## config.mk

```make
export PLATFORM = sky130hd
export DESIGN_NAME = iir_sample_fifo
export DESIGN_NICKNAME = d
export VERILOG_FILES = /design/src/rtl/iir_sample_fifo.sv
export SDC_FILE = /design/constraint.sdc
export NUM_CORES = 1
export LEC_CHECK = 0
export CELL_PAD_IN_SITES_DETAIL_PLACEMENT = 1
export CELL_PAD_IN_SITES_GLOBAL_PLACEMENT = 1
export CORE_MARGIN = 2
export CORE_UTILIZATION = 48
export CTS_CLUSTER_DIAMETER = 120
export DETAILED_ROUTE_END_ITERATION = 12
export GPL_TIMING_DRIVEN = 0
export HOLD_SLACK_MARGIN = 0.02
export PLACE_DENSITY = 0.71
export SLEW_MARGIN = 20
export SYNTH_ARGS = -nofsm -noshare
export SYNTH_HDL_FRONTEND = slang
export SYNTH_SLANG_ARGS = --single-unit
export TNS_END_PERCENT = 100
```

## constraint.sdc

```tcl
create_clock -name clk -period 5.3 [get_ports clk]
set_clock_uncertainty 0.15 [all_clocks]
set_input_delay 0.795 -clock clk [delete_from_list [all_inputs] [get_ports clk]]
set_output_delay 0.795 -clock clk [all_outputs]
set_load 0.1 [all_outputs]
```

## src/rtl/iir_sample_fifo.sv

```systemverilog
// iir_sample_fifo: synchronous expected-sample FIFO with flush; full/empty from the extra pointer MSB.
module iir_sample_fifo #(
  parameter int DW = 32,
  parameter int AW = 3
) (
  input  logic          clk,
  input  logic          reset,
  input  logic          flush,
  input  logic          push,
  input  logic          pop,
  input  logic [DW-1:0] wr_data,
  output logic [DW-1:0] rd_data,
  output logic          full,
  output logic          empty
);
  logic [DW-1:0] r_mem [2**AW];
  logic [AW:0]   r_wp, r_rp;
  logic          w_wr, w_rd;
  assign empty   = r_wp == r_rp;
  assign full    = (r_wp[AW] != r_rp[AW]) & (r_wp[AW-1:0] == r_rp[AW-1:0]);
  assign rd_data = r_mem[r_rp[AW-1:0]];
  assign w_wr    = push & ~full & ~flush;
  assign w_rd    = pop & ~empty & ~flush;
  always_ff @(posedge clk or negedge reset) begin
    if (!reset) begin
      r_wp <= '0;
      r_rp <= '0;
    end else if (flush) begin
      r_wp <= '0;
      r_rp <= '0;
    end else begin
      if (w_wr) r_wp <= r_wp + 1'b1;
      if (w_rd) r_rp <= r_rp + 1'b1;
    end
  end
  always_ff @(posedge clk) begin
    if (w_wr) r_mem[r_wp[AW-1:0]] <= wr_data;
  end
endmodule

```

# == Word level (Yosys, flattened, before mapping) ==
# Memories as Yosys holds them, arrays and structs flattened.
# Cells that the tools add are included.
# totals
register_bits,8
ram_bits,256
word_cells,24
n_memories,1
# memory_table
name,words,width,rd,rd_clocked_by_memory_dff,wr,line,text
r_mem,8,32,1,0,1,16,logic [DW-1:0] r_mem [2**AW];
# classes
add_sub_neg,2
n_eq_ne,3
mux,6
bitwise_logic,8
reduce_logical,2
# ops
operator,count
4-bit 2-to-1 mux,4
4-bit by 1-bit adder with 4-bit output (second input constant),2
1-bit bitwise AND,5
4-bit == test,1
2-bit nonzero test,2
3-bit == test,1
1-bit inverter,3
1-bit 2-to-1 mux,2
1-bit != test,1

# == Depth between registers and ports, before layout ==
# logic_depth
depth_word,7
ltp_mapped,6

# == Worst setup path after synthesis ==
# OpenSTA, ideal clock, no wires.
# synth_timing
path_type,register to register
from,reg r_wp[0]
to,"mem r_mem[0][0], enable pin"
setup_ns,0.777
arrival_ns,6.047
required_time_ns,4.373
setup_slack_ns,-1.674
stages_incl_launch_ff,5
period_less_slack_ns,6.974
cell_sequence,dfrtp_1 > buf_2 > xor2_1 > nor4_1 > nor4_1
# synth_via
elab_chain_len,7
# synth_lines
element,line,text
"start, declared",17,"logic [AW:0] r_wp, r_rp;"
"start signal, assigned",32,if (w_wr) r_wp <= r_wp + 1'b1;
3-bit == test,20,assign full = (r_wp[AW] != r_rp[AW]) & (r_wp[AW-1:0] == r_rp[AW-1:0]);
1-bit bitwise AND,20,
named net full,13,"output logic full,"
1-bit inverter,22,assign w_wr = push & ~full & ~flush;
1-bit bitwise AND (2 in a row),22,
1-bit 2-to-1 mux,37,if (w_wr) r_mem[r_wp[AW-1:0]] <= wr_data;
1-bit 2-to-1 mux (not written as such),37,
"end, declared",16,
# The timed path passes the listed nets, and every way through them passes these cells.

# == Worst setup path after layout ==
# layout_timing
from,reg r_rp[1]
to,out rd_data[16]
# layout_via
elab_chain_len,1
# layout_lines
element,line,text
"start, declared",17,
"start signal, assigned",33,if (w_rd) r_rp <= r_rp + 1'b1;
memory 8 x 32 bit,--,
"end, declared",12,"output logic [DW-1:0] rd_data,"
# Every way passes these cells.

==> results.json <==
{
  "switching_share_pct": 27.21,
  "grt_pass1_vias": 5555,
  "grt-ovfl-total": 0,
  "die-width_um": 151.1,
  "wl_met1_um": 9590,
  "finalCriticalPeriod_ns": 4.360,
  "hp-class": "input port to async pin",
  "hold_buffers": 0,
  "nNetsFinal": 619,
  "finalHoldViolations": 0,
  "synth_edf_count": 256,
  "status": "finished, final reports clean",
  "synth.net_count": 489,
  "multi_input_area_um2": 2402,
  "yosys_warnings": 0,
  "postSynthCellCount": 450,
  "utilization_pct": 59.89,
  "r2r_setup_slack_ns": 1.80,
  "slew_headroom_pct": 28.31,
  "syn_area_per_cell_um2": 23.09,
  "rows": 53,
  "dr_total_vias": 5047,
  "core_area_um2": 21150,
  "area_growth_pct": 21.96,
  "ant_nets": 0,
  "gp_congestion": 0.7624,
  "ys_ff_latch": 264,
  "r2r-end": "r_mem[1][21]$_DFFE_PP_",
  "root_buffer": "clkbuf_16",
  "fin_setup_tns_ns": 0,
  "route.met2.wl_um": 11370,
  "crit_path_end_kind": "primary output",
  "finalCritPeriodShare_pct": 82.27,
  "total_power_uw": 5226,
  "setup_slack_ns": 0.9396,
  "cts_tree": "built",
  "worst-r2r-cell-count": 9,
  "start_util_pct": 49.11,
  "power_density_nw_per_um2": 412.5,
  "dieArea_um2": 22840,
  "top_level_ports": 71,
  "fillCellCount": 1771,
  "antenna_found_initial": 0,
  "start_kind": "register",
  "wl_per_cell_um": 25.62,
  "cts_setup_buffers": 0,
  "clock_path_buffers": 3,
  "yosysSeqAreaShare_pct": 75.92,
  "slew_violations": 0,
  "cp.arrival_ns": 3.42,
  "worstPathMaxFanout": 10,
  "dr_wl_met3_um": 992,
  "grt_pass1_wl_um": 34010,
  "grtUsageTotal_pct": 20.58,
  "pwr-share-comb_pct": 19.1,
  "top_layer_used": "met4",
  "synthesis.area_um2": 10390,
  "seq_power_share_pct": 44.6,
  "rsz0062_at_grt": "false",
  "dr.first_iter.drc_count": 350,
  "synthArstFlopShare_pct": 3.030,
  "intPower_uw": 3804,
  "tightestPinTransition_ns": 1.064,
  "routed_via_density": 5.761,
  "cts.sink_count": 264,
  "drtPass1Iterations": 5,
  "drc": 0,
  "die_h_um": 151.1,
  "antenna_cells": 0,
  "setup_viol": 0,
  "fmax_mhz": 229.3,
  "crit_type": "register to primary output",
  "ctsResizeCount": 0,
  "seq_area_um2": 7888,
  "clkLatencyLatePin_ns": 0.53,
  "cts-buffers-inserted": 27,
  "irDropWorstVdd_v": 0.0003406,
  "p_sw_uw": 1422,
  "path_clk_slew_ns": 0.07,
  "reg2reg_from": "r_wp[0]$_DFFE_PN0P_",
  "drv_cap": 0,
  "grt_max_degree": 20,
  "synth_flop_cell": "edfxtp_1",
  "p_leak_uw": 0.004114,
  "layout-drive-gt1-share_pct": 33.78,
  "h-tree-depth": 1,
  "ys_types": 38,
  "hpwlAfterDp_um": 14420,
  "clkPwrFrac_pct": 36.3,
  "worstPathRequired_ns": 4.36,
  "wl_um": 22440,
  "dp_worst_setup_slack_ns": 1.120,
  "io_buffers": 70
}
## routing by layer
layer | vias to the layer above | track usage (%)
li1 | 2166 | -
met1 | 2698 | 28.17
met2 | 140 | 35.05
met3 | 43 | 3.464
met4 | 0 | 4.860
met5 | - | 0
## kinds of logic after synthesis
kind of cell / Yosys count / share of synthesized area, %
flops: 264 / 75.92
simple gates: 38 / 2.216
xor+xnor: 8 / 0.7468
fa+ha+maj: 2 / 0.2408
compound gates: 8 / 0.7227
buf+inv: 26 / 1.614
mux: 104 / 18.54
## power by group through the flow
| stage | registers, uW | logic, uW | clock network (uW) |
|---|---|---|---|
| global placement | 2380 | 978 | 0 |
| detailed placement | 2370 | 1000 | 0 |
| floorplan | 2380 | 754 | 0 |
| global route | 2330 | 1050 | 1990 |
| CTS | 2330 | 1010 | 1930 |
| finish | 2330 | 996 | 1900 |
## critical path, stage by stage (launching register included)
cell             delay (ns)
dfrtp_1                0.35
buf_2                  0.21
buf_2                  0.28
buf_2                  0.37
mux4_2                 0.38
mux2_4                 0.28
clkdlybuf4s50_1        0.99
## final cells by class
cell class,count,area share [%]
multi-input combinational,160,18.96
buffer,26,1.323
tap,275,2.716
clock inverter,18,1.521
sequential,264,62.26
clock buffer,32,5.481
timing repair buffer,101,7.742
## stage by stage
stage | hold slack (ns) | cells | area, um2
after global placement | 0.4976 | 795 | 11440
after global routing | 0.4384 | 876 | 12670
final | 0.4187 | 876 | 12670
after CTS | 0.4085 | 876 | 12670
after floorplan | 0.3494 | 450 | 10400
after detailed placement | 0.5295 | 826 | 11780
## cells in the final DEF (no fill, tap or decap), types with 8 or more instances in the layout
cell type        count
clkdlybuf4s50_1     70
mux2_4              10
dfrtp_1              8
clkbuf_1             9
mux4_2              64
clkbuf_16           27
edfxtp_1           256
buf_4                9
buf_2               32
mux2_2              24
## state kept, by name (all words and copies together), names as in the netlist
signal,cells
r_mem,256
r_rp,4
r_wp,4
## Yosys cell counts (2+ instances only)
cell        n  share of area, %
a41oi_1     2              0.17
buf_1       2             0.072
buf_12      2              0.39
buf_2      14              0.67
buf_6       2              0.22
clkbuf_1    4              0.14
dfrtp_1     8               1.9
edfxtp_1  256                74
ha_1        2              0.24
mux2_1      3              0.33
mux2_2     24               2.6
mux2_4     10               1.4
mux2i_1     3              0.29
mux4_2     64                14
nand2_1     2             0.072
nand2b_1    4              0.24
nand3b_1    2              0.14
nand4_1     2              0.12
nor2_1      8              0.29
nor2b_1     6              0.36
nor3_1      2             0.096
nor4_1      6              0.36
o41a_1      2              0.22
xnor2_1     3              0.25
xor2_1      4              0.34
## worst max path at each step
stage                              startpoint                      to
after floorplan           r_rp[1]$_DFFE_PN0P_   r_mem[0][0]$_DFFE_PP_
after global placement                  flush  r_mem[2][14]$_DFFE_PP_
after detailed placement                flush  r_mem[1][21]$_DFFE_PP_
after CTS                 r_rp[1]$_DFFE_PN0P_              rd_data[4]
after global routing      r_rp[1]$_DFFE_PN0P_              rd_data[6]
final                     r_rp[1]$_DFFE_PN0P_             rd_data[16]
(Power assumes the default switching activity.)
